## config.mk

```make
export PLATFORM = sky130hd
export DESIGN_NAME = instruction_fetch_controller_flat
export DESIGN_NICKNAME = d
export VERILOG_FILES = /design/src/rtl/instruction_fetch_controller_if.sv /design/src/rtl/instruction_fetch_controller.sv /design/src/flat_wrapper.sv
export SDC_FILE = /design/constraint.sdc
export NUM_CORES = 1
export LEC_CHECK = 0
export ABC_CLOCK_PERIOD_IN_PS = 2230
export CAP_MARGIN = 20
export CORE_ASPECT_RATIO = 2
export CORE_MARGIN = 3
export CORE_UTILIZATION = 40
export CTS_CLUSTER_DIAMETER = 120
export DETAILED_ROUTE_END_ITERATION = 6
export GPL_ROUTABILITY_DRIVEN = 0
export PLACE_DENSITY_LB_ADDON = 0.1
export RECOVER_POWER = 25
export SLEW_MARGIN = 20
export SYNTH_ARGS = -nofsm -noshare
export SYNTH_HDL_FRONTEND = slang
export SYNTH_SLANG_ARGS = --single-unit
```

## constraint.sdc

```tcl
create_clock -name clk -period 2.23 [get_ports clk]
set_input_delay 0.446 -clock clk [delete_from_list [all_inputs] [get_ports clk]]
set_output_delay 0.446 -clock clk [all_outputs]
set_load 0.01 [all_outputs]
```

## src/rtl/instruction_fetch_controller_if.sv

```systemverilog
// Fetch-side bus bundle: instruction memory port, branch redirect and decode handshake.
// The master modport is the fetch controller; the slave modport is the surrounding core/bench.
interface instruction_fetch_controller_if;
    logic        start;
    logic [31:0] imem_addr;
    logic [31:0] imem_data;
    logic        br_taken;
    logic [31:0] br_target;
    logic [31:0] inst_out;
    logic [31:0] pc_out;
    logic        inst_valid;
    logic        inst_ready;
    logic        halted;
    logic        fault;

    modport master (
        input  start, imem_data, br_taken, br_target, inst_ready,
        output imem_addr, inst_out, pc_out, inst_valid, halted, fault
    );

    modport slave (
        output start, imem_data, br_taken, br_target, inst_ready,
        input  imem_addr, inst_out, pc_out, inst_valid, halted, fault
    );
endinterface

```

## src/rtl/instruction_fetch_controller.sv

```systemverilog
// KGPMini fetch stage: owns the PC, reads the combinational instruction memory and
// buffers one instruction toward decode; handles redirects, halt opcodes and PC range faults.
module instruction_fetch_controller #(
    parameter logic [31:0] RESET_PC    = 32'd0,
    parameter logic [31:0] MEM_WORDS   = 32'd256,
    parameter logic [5:0]  HALT_OPCODE = 6'b111111
) (
    input  logic                                  clk,
    input  logic                                  rst,
    instruction_fetch_controller_if.master        bus
);

    typedef enum logic [1:0] {
        IDLE  = 2'd0,
        RUN   = 2'd1,
        HALT  = 2'd2,
        FAULT = 2'd3
    } state_t;

    state_t      state;
    logic [31:0] pc;
    logic [31:0] inst_q;
    logic [31:0] pc_q;
    logic        valid_q;
    logic        halted_q;
    logic        fault_q;

    logic        transfer;
    logic        slot;
    logic        pc_oob;

    assign transfer = valid_q & bus.inst_ready;
    // The buffer can take a new word when it is empty or being drained this cycle.
    assign slot     = (state == RUN) && (!valid_q || transfer);
    assign pc_oob   = (pc >= MEM_WORDS);

    assign bus.imem_addr  = pc;
    assign bus.inst_out   = inst_q;
    assign bus.pc_out     = pc_q;
    assign bus.inst_valid = valid_q;
    assign bus.halted     = halted_q;
    assign bus.fault      = fault_q;

    always_ff @(posedge clk) begin
        if (!rst) begin
            state    <= IDLE;
            pc       <= RESET_PC;
            inst_q   <= 32'd0;
            pc_q     <= 32'd0;
            valid_q  <= 1'b0;
            halted_q <= 1'b0;
            fault_q  <= 1'b0;
        end else begin
            case (state)
                IDLE: begin
                    if (bus.start) begin
                        state <= RUN;
                    end
                end
                RUN: begin
                    if (bus.br_taken) begin
                        // Flush wins over a same-cycle transfer; target is range-checked at the next slot.
                        valid_q <= 1'b0;
                        pc      <= bus.br_target;
                    end else if (slot && pc_oob) begin
                        state   <= FAULT;
                        fault_q <= 1'b1;
                        valid_q <= 1'b0;
                    end else if (slot) begin
                        inst_q  <= bus.imem_data;
                        pc_q    <= pc;
                        valid_q <= 1'b1;
                        pc      <= pc + 32'd1;
                        if (bus.imem_data[31:26] == HALT_OPCODE) begin
                            state    <= HALT;
                            halted_q <= 1'b1;
                        end
                    end
                end
                HALT, FAULT: begin
                    // Terminal: let decode drain the last word, PC stays frozen.
                    if (transfer) begin
                        valid_q <= 1'b0;
                    end
                end
                default: begin
                    state <= IDLE;
                end
            endcase
        end
    end

endmodule

```

## src/flat_wrapper.sv

```systemverilog
// flat-port wrapper written by rule: the top's interface ports become plain ports
module instruction_fetch_controller_flat 
#(
    parameter logic [31:0] RESET_PC    = 32'd0,
    parameter logic [31:0] MEM_WORDS   = 32'd256,
    parameter logic [5:0]  HALT_OPCODE = 6'b111111
)
  (clk, rst, bus_start, bus_imem_data, bus_br_taken, bus_br_target, bus_inst_ready, bus_imem_addr, bus_inst_out, bus_pc_out, bus_inst_valid, bus_halted, bus_fault);
  instruction_fetch_controller_if bus_i ();
  input  logic clk;
  input  logic rst;
  input wire logic [$bits(bus_i.start)-1:0] bus_start;
  input wire logic [$bits(bus_i.imem_data)-1:0] bus_imem_data;
  input wire logic [$bits(bus_i.br_taken)-1:0] bus_br_taken;
  input wire logic [$bits(bus_i.br_target)-1:0] bus_br_target;
  input wire logic [$bits(bus_i.inst_ready)-1:0] bus_inst_ready;
  output wire logic [$bits(bus_i.imem_addr)-1:0] bus_imem_addr;
  output wire logic [$bits(bus_i.inst_out)-1:0] bus_inst_out;
  output wire logic [$bits(bus_i.pc_out)-1:0] bus_pc_out;
  output wire logic [$bits(bus_i.inst_valid)-1:0] bus_inst_valid;
  output wire logic [$bits(bus_i.halted)-1:0] bus_halted;
  output wire logic [$bits(bus_i.fault)-1:0] bus_fault;
  assign bus_i.start = bus_start;
  assign bus_i.imem_data = bus_imem_data;
  assign bus_i.br_taken = bus_br_taken;
  assign bus_i.br_target = bus_br_target;
  assign bus_i.inst_ready = bus_inst_ready;
  assign bus_imem_addr = bus_i.imem_addr;
  assign bus_inst_out = bus_i.inst_out;
  assign bus_pc_out = bus_i.pc_out;
  assign bus_inst_valid = bus_i.inst_valid;
  assign bus_halted = bus_i.halted;
  assign bus_fault = bus_i.fault;
  instruction_fetch_controller #(.RESET_PC(RESET_PC), .MEM_WORDS(MEM_WORDS), .HALT_OPCODE(HALT_OPCODE)) u_core (.clk(clk), .rst(rst), .bus(bus_i));
endmodule
```

# After elaboration in Yosys (flattened, before gate mapping)
# Index checks and enable logic that the tools add are counted.
[word_totals]
regBits = 101
in_bits = 69
wordCells = 52
output_inout_bits = 99
[op_classes]
n_reduce_logical = 15
n_eq_ne = 11
n_bitwise = 3
n_mux = 14
addsub = 1
n_lt_le_gt_ge = 1
[ops]
columns = ["operator", "n"]
rows = [
  ["$mux W32", 3],
  ["$add A32 B1 Y32 const B", 1],
  ["$ge A32 B9 Y1 const B", 1],
  ["$mux W2", 5],
  ["$reduce_and A5 Y1", 2],
  ["$reduce_and A3 Y1", 3],
  ["$eq A6 B6 Y1 const B", 1],
  ["$ne A2 B2 Y1 const B", 3],
  ["$reduce_bool A2 Y1", 3],
  ["$eq A2 B2 Y1 const B", 2],
  ["$mux W1", 4],
  ["$ne A4 B3 Y1 const B", 1],
  ["$pmux W2 S2", 1],
  ["$reduce_and A4 Y1", 1],
  ["$ne A3 B2 Y1 const B", 1],
  ["$ne A3 B3 Y1 const B", 1],
  ["$eq A2 B1 Y1 const B", 1],
  ["$logic_and A1 B1 Y1", 2],
  ["$logic_not A2 Y1", 1],
  ["$ne A2 B1 Y1 const B", 1],
  ["$not A1 Y1", 2],
  ["$pmux W1 S2", 1],
  ["$reduce_or A2 Y1", 1],
  ["$and A1 B1 Y1", 1],
  ["2 further kinds", 2],
]

# Longest topological paths before layout
[depth]
word_depth = 7
depth_mapped = 7
ltp_nobuf = 6

# Worst setup path before layout
# No wires, ideal clock.
[synth_timing]
path_kind = "input to register"
start = "input port bus_br_taken"
end = "register u_core.inst_q[0] (netlist: u_core.bus.inst_out[0])"
setup_time_ns = 0.132
path_slack_ns = 0.310
arrival_ns = 1.788
t_required_ns = 2.098
n_path_buf = 3
stages = 7
path_cell_list = "buf_2 or3_4 or3_1 buf_6 buf_2 nand2_1 a21oi_1"
[synth_via]
elab_chain_cells = 2
[synth_rtl]
columns = ["item", "line_no", "text"]
rows = [
  ["start: declaration", "flat_wrapper.sv:14", "input wire logic [$bits(bus_i.br_taken)-1:0] bus_br_taken;"],
  ["$not A1 Y1 (no line)", "-", ""],
  ["$reduce_and A4 Y1 (no line)", "-", ""],
  ["end signal: assignment", "instruction_fetch_controller.sv:70", "inst_q <= bus.imem_data;"],
  ["end: declaration", "instruction_fetch_controller.sv:22", "logic [31:0] inst_q;"],
]
# No other way between the ends.
# A chain may end at the register's enable or synchronous reset.

# Worst setup path after layout
[layout_timing]
start = "register u_core.pc[11] (netlist: u_core.bus.imem_addr[11])"
end = "register u_core.pc[17] (netlist: u_core.bus.imem_addr[17])"
[layout_via]
elab_chain_cells = 4
word_cells_on_any_way = 8
cone_classes = "1 x add/sub; 1 x order compare; 1 x eq/ne; 3 x mux; 2 x reduce/logical"
[layout_rtl]
columns = ["item", "line_no", "text"]
rows = [
  ["start: declaration", "instruction_fetch_controller.sv:21", "logic [31:0] pc;"],
  ["start signal: assignment", "instruction_fetch_controller.sv:64", "pc <= bus.br_target;"],
  ["start signal: assignment", "instruction_fetch_controller.sv:73", "pc <= pc + 32'd1;"],
  ["$add A32 B1 Y32 or $ge A32 B9 Y1 (tied branches)", "instruction_fetch_controller.sv:73, instruction_fetch_controller.sv:35", ""],
  ["$mux W32 or $logic_and A1 B1 Y1 (tied branches)", "instruction_fetch_controller.sv:69, instruction_fetch_controller.sv:65", ""],
  ["$mux W32 or $ne A2 B2 Y1 (tied branches)", "-", ""],
  ["$mux W32 or $reduce_and A3 Y1 (tied branches)", "-", ""],
]
# Parallel ways exist; a longest one is shown, timed or not. The select of a mux whose other input is x is not followed.

==> flow_metrics.py <==
metrics = {
    "synthesis": {
        "syn_area_um2": 3930,
        "synth_compound_area_frac": 0.176,
        "synth_fa_ha_area_frac": 0.00637,
        "ys_types": 48,
        "synthCells": 469,
        "synth_top_family_by_area": "simple AND/OR/NAND/NOR gates",
        "async_flop_share": 0,
        "ys_seq_area_frac": 0.515,
        "synth_edf_count": 0,
        "synth_xor_area_frac": 0,
        "yosysWarnings": 0,
        "synth_ff_type": "dfxtp_1",
        "synth-simple-area-share": 0.251,
        "yosys_register_bits": 101,
        "synth.avg_cell_area_um2": 8.37,
        "syn-num-nets": 540,
        "synth_mux_area_frac": 0.00765,
    },
    "placement": {
        "port_buffers": 167,
        "place_hpwl_mm": 9.27,
        "place_inst": 759,
    },
    "min_path": {
        "hold_path_class": "reg -> reg",
    },
    "drt": {
        "drt_wl_total_mm": 12.3,
        "drt_iter0_drc": 190,
        "wl_per_cell_um": 15.9,
        "drcViolationCount": 0,
        "ant_nets": 0,
        "viasPerCell": 5.12,
        "drtPass1Iterations": 4,
        "vias": 3971,
    },
    "run": {
        "maxCapViolations": 0,
    },
    "worst_setup_path": {
        "endpoint_kind": "register",
        "worstPathArrival_ns": 2.31,
        "critical_path_required_ns": 2.48,
        "cp-start-kind": "register",
        "critPathMaxFanout": 9,
        "worstSetupPathType": "reg -> reg",
    },
    "grt": {
        "grt_start_max_net_pins": 66,
        "grt_pass1_vias": 4024,
        "grt_first_pass_wirelength_mm": 20.0,
        "gr-total-overflow": 0,
        "grt_usage": 0.223,
        "antenna_found_initial": 0,
    },
    "cts": {
        "path_clk_slew_ns": 0.07,
        "root_buffer": "clkbuf_16",
        "clk_latency_ns": 0.34,
        "cts_hold_buf": 0,
        "clock_sinks": 101,
        "cts_buffer_depth": 2,
        "cts_tree": "done",
        "cts_buffers": 9,
        "cts-htree-levels": 3,
    },
    "outcome": {
        "status": "finished, final reports clean",
    },
    "power_and_ir_drop": {
        "peakVddDrop_mv": 0.378,
        "power.leakage_nw": 2.45,
        "powerDensity_nw_per_um2": 699,
        "total_power_mw": 4.31,
    },
    "floorplan": {
        "io_pins": 168,
        "num_rows": 50,
        "die_x_um": 76.1,
        "core_um2": 9450,
        "fp.dieH_um": 146,
        "die_area_um2": 11100,
        "start_util": 0.416,
    },
    "finish": {
        "area.growth.synth_to_final_pct": 57.0,
        "drive_above_1_share": 0.0789,
        "n_antenna_cell": 0,
        "fin_cells": 776,
        "final_nets": 712,
        "post-route-util": 0.653,
    },
    "sta": {
        "min_period_ns": 2.06,
        "fin_setup_tns_ns": 0,
        "period_share": 0.924,
        "maxSlewViolCount": 0,
        "setup_viol": 0,
        "fmax_mhz": 486,
        "fin_skew_ns": 0.00862,
        "hold_violations": 0,
        "slew_headroom": 0.675,
        "tightest_slew_ns": 0.488,
    },
}
-- metrics by stage --
stage               area [um^2]  hold WS [ns]  worst slack (ns)
floorplan                  3930         0.481             0.310
global placement           5830         0.442            -0.135
detailed placement         5830         0.446            -0.188
CTS                        6150         0.455            0.0760
global route               6160         0.469          -0.00265
finish                     6160         0.449             0.170
-- cells in the mapped netlist (2+ instances only) --
cell / instances / share of area
nand2_1: 113 / 0.11
dfxtp_1: 101 / 0.51
a21oi_1: 64 / 0.082
and3_1: 29 / 0.046
nor2_1: 25 / 0.024
clkbuf_1: 17 / 0.016
nand3_1: 15 / 0.019
o21ai_0: 13 / 0.017
buf_2: 9 / 0.011
nor4_1: 8 / 0.013
nor3_1: 6 / 0.0076
nand4_1: 5 / 0.0080
o21a_1: 5 / 0.0096
inv_1: 4 / 0.0038
o31ai_1: 4 / 0.0076
a32o_1: 3 / 0.0076
mux2i_1: 3 / 0.0076
nor2b_1: 3 / 0.0048
a211oi_1: 2 / 0.0038
a221oi_1: 2 / 0.0045
a22oi_1: 2 / 0.0038
a32oi_1: 2 / 0.0045
buf_1: 2 / 0.0019
buf_4: 2 / 0.0038
buf_6: 2 / 0.0057
ha_1: 2 / 0.0064
o221a_2: 2 / 0.0057
o31a_1: 2 / 0.0045
o41ai_1: 2 / 0.0045
or3_1: 2 / 0.0032
-- where the power goes --
part | internal, mW | switching, mW
clock | 1.02 | 0.663
sequential | 1.87 | 0.0657
combinational | 0.362 | 0.330
-- area by class of cell --
| type | instances | area (um^2) |
|---|---|---|
| multi-input cells | 331 | 1740 |
| flip-flops and latches | 101 | 2020 |
| inverters | 5 | 18.8 |
| well taps | 130 | 163 |
| fillers | 834 | 3280 |
| clock buffers | 11 | 243 |
| clock inverters | 5 | 82.6 |
| repair buffers | 193 | 1890 |
-- kinds of logic (layout without fill, tap and decap cells) --
kind of cell / Yosys count / after routing
AOI/OAI and AO/OA: 112 / 112
and+or+nand+nor: 214 / 214
buffers and inverters: 37 / 214
muxes: 3 / 3
adders and majority gates: 2 / 2
DFF: 101 / 101
-- flip-flops by register name (all words and copies together), names as in the netlist --
signal and cells:
u_core.bus.imem_addr 32, u_core.bus.inst_out 32, u_core.bus.pc_out 32, u_core.state 2, u_core.bus.fault 1, u_core.bus.halted 1
u_core.bus.inst_valid 1
-- critical path, stage by stage (launching register included) --
cell,delay [ns]
dfxtp_1,0.34
nor4_1,0.35
nand4_1,0.21
buf_4,0.21
o31ai_4,0.23
buf_4,0.19
buf_4,0.17
nor2_1,0.05
nor4_1,0.22
-- placed cells by master, fill, tap and decap left out, types with 13 or more instances in the layout --
master,count
buf_4,24
nor2_1,25
clkdlybuf4s50_1,118
and3_1,29
o21ai_0,13
nand2_1,113
a21oi_1,64
dfxtp_1,101
dlygate4sd3_1,49
nand3_1,15
-- layer usage --
metal | part of all wire | GRT usage | wire length, um
met1 | 0.35 | 0.224 | 4350
met5 | 0 | 0 | 0
met2 | 0.56 | 0.425 | 6910
met3 | 0.047 | 0.0426 | 583
met4 | 0.038 | 0.117 | 465
-- worst paths after layout --
check,startpoint,to,slack (ns),cells past startpoint
min,u_core.bus.inst_out[2],u_core.bus.inst_out[2],0.45,2
min reg2reg,u_core.bus.inst_out[2],u_core.bus.inst_out[2],0.45,2
max reg2reg,u_core.bus.imem_addr[11],u_core.bus.imem_addr[17],0.17,8
max,u_core.bus.imem_addr[11],u_core.bus.imem_addr[17],0.17,8
-- repair_timing --
| action | 4_1_cts | 5_1_grt |
|---|---|---|
| gates resized for setup | 0 | 1 |
| setup buffers | 0 | 1 |
| endpoints found under the setup margin | 0 | 7 |
No activity file was read; power rests on OpenSTA's default activity.
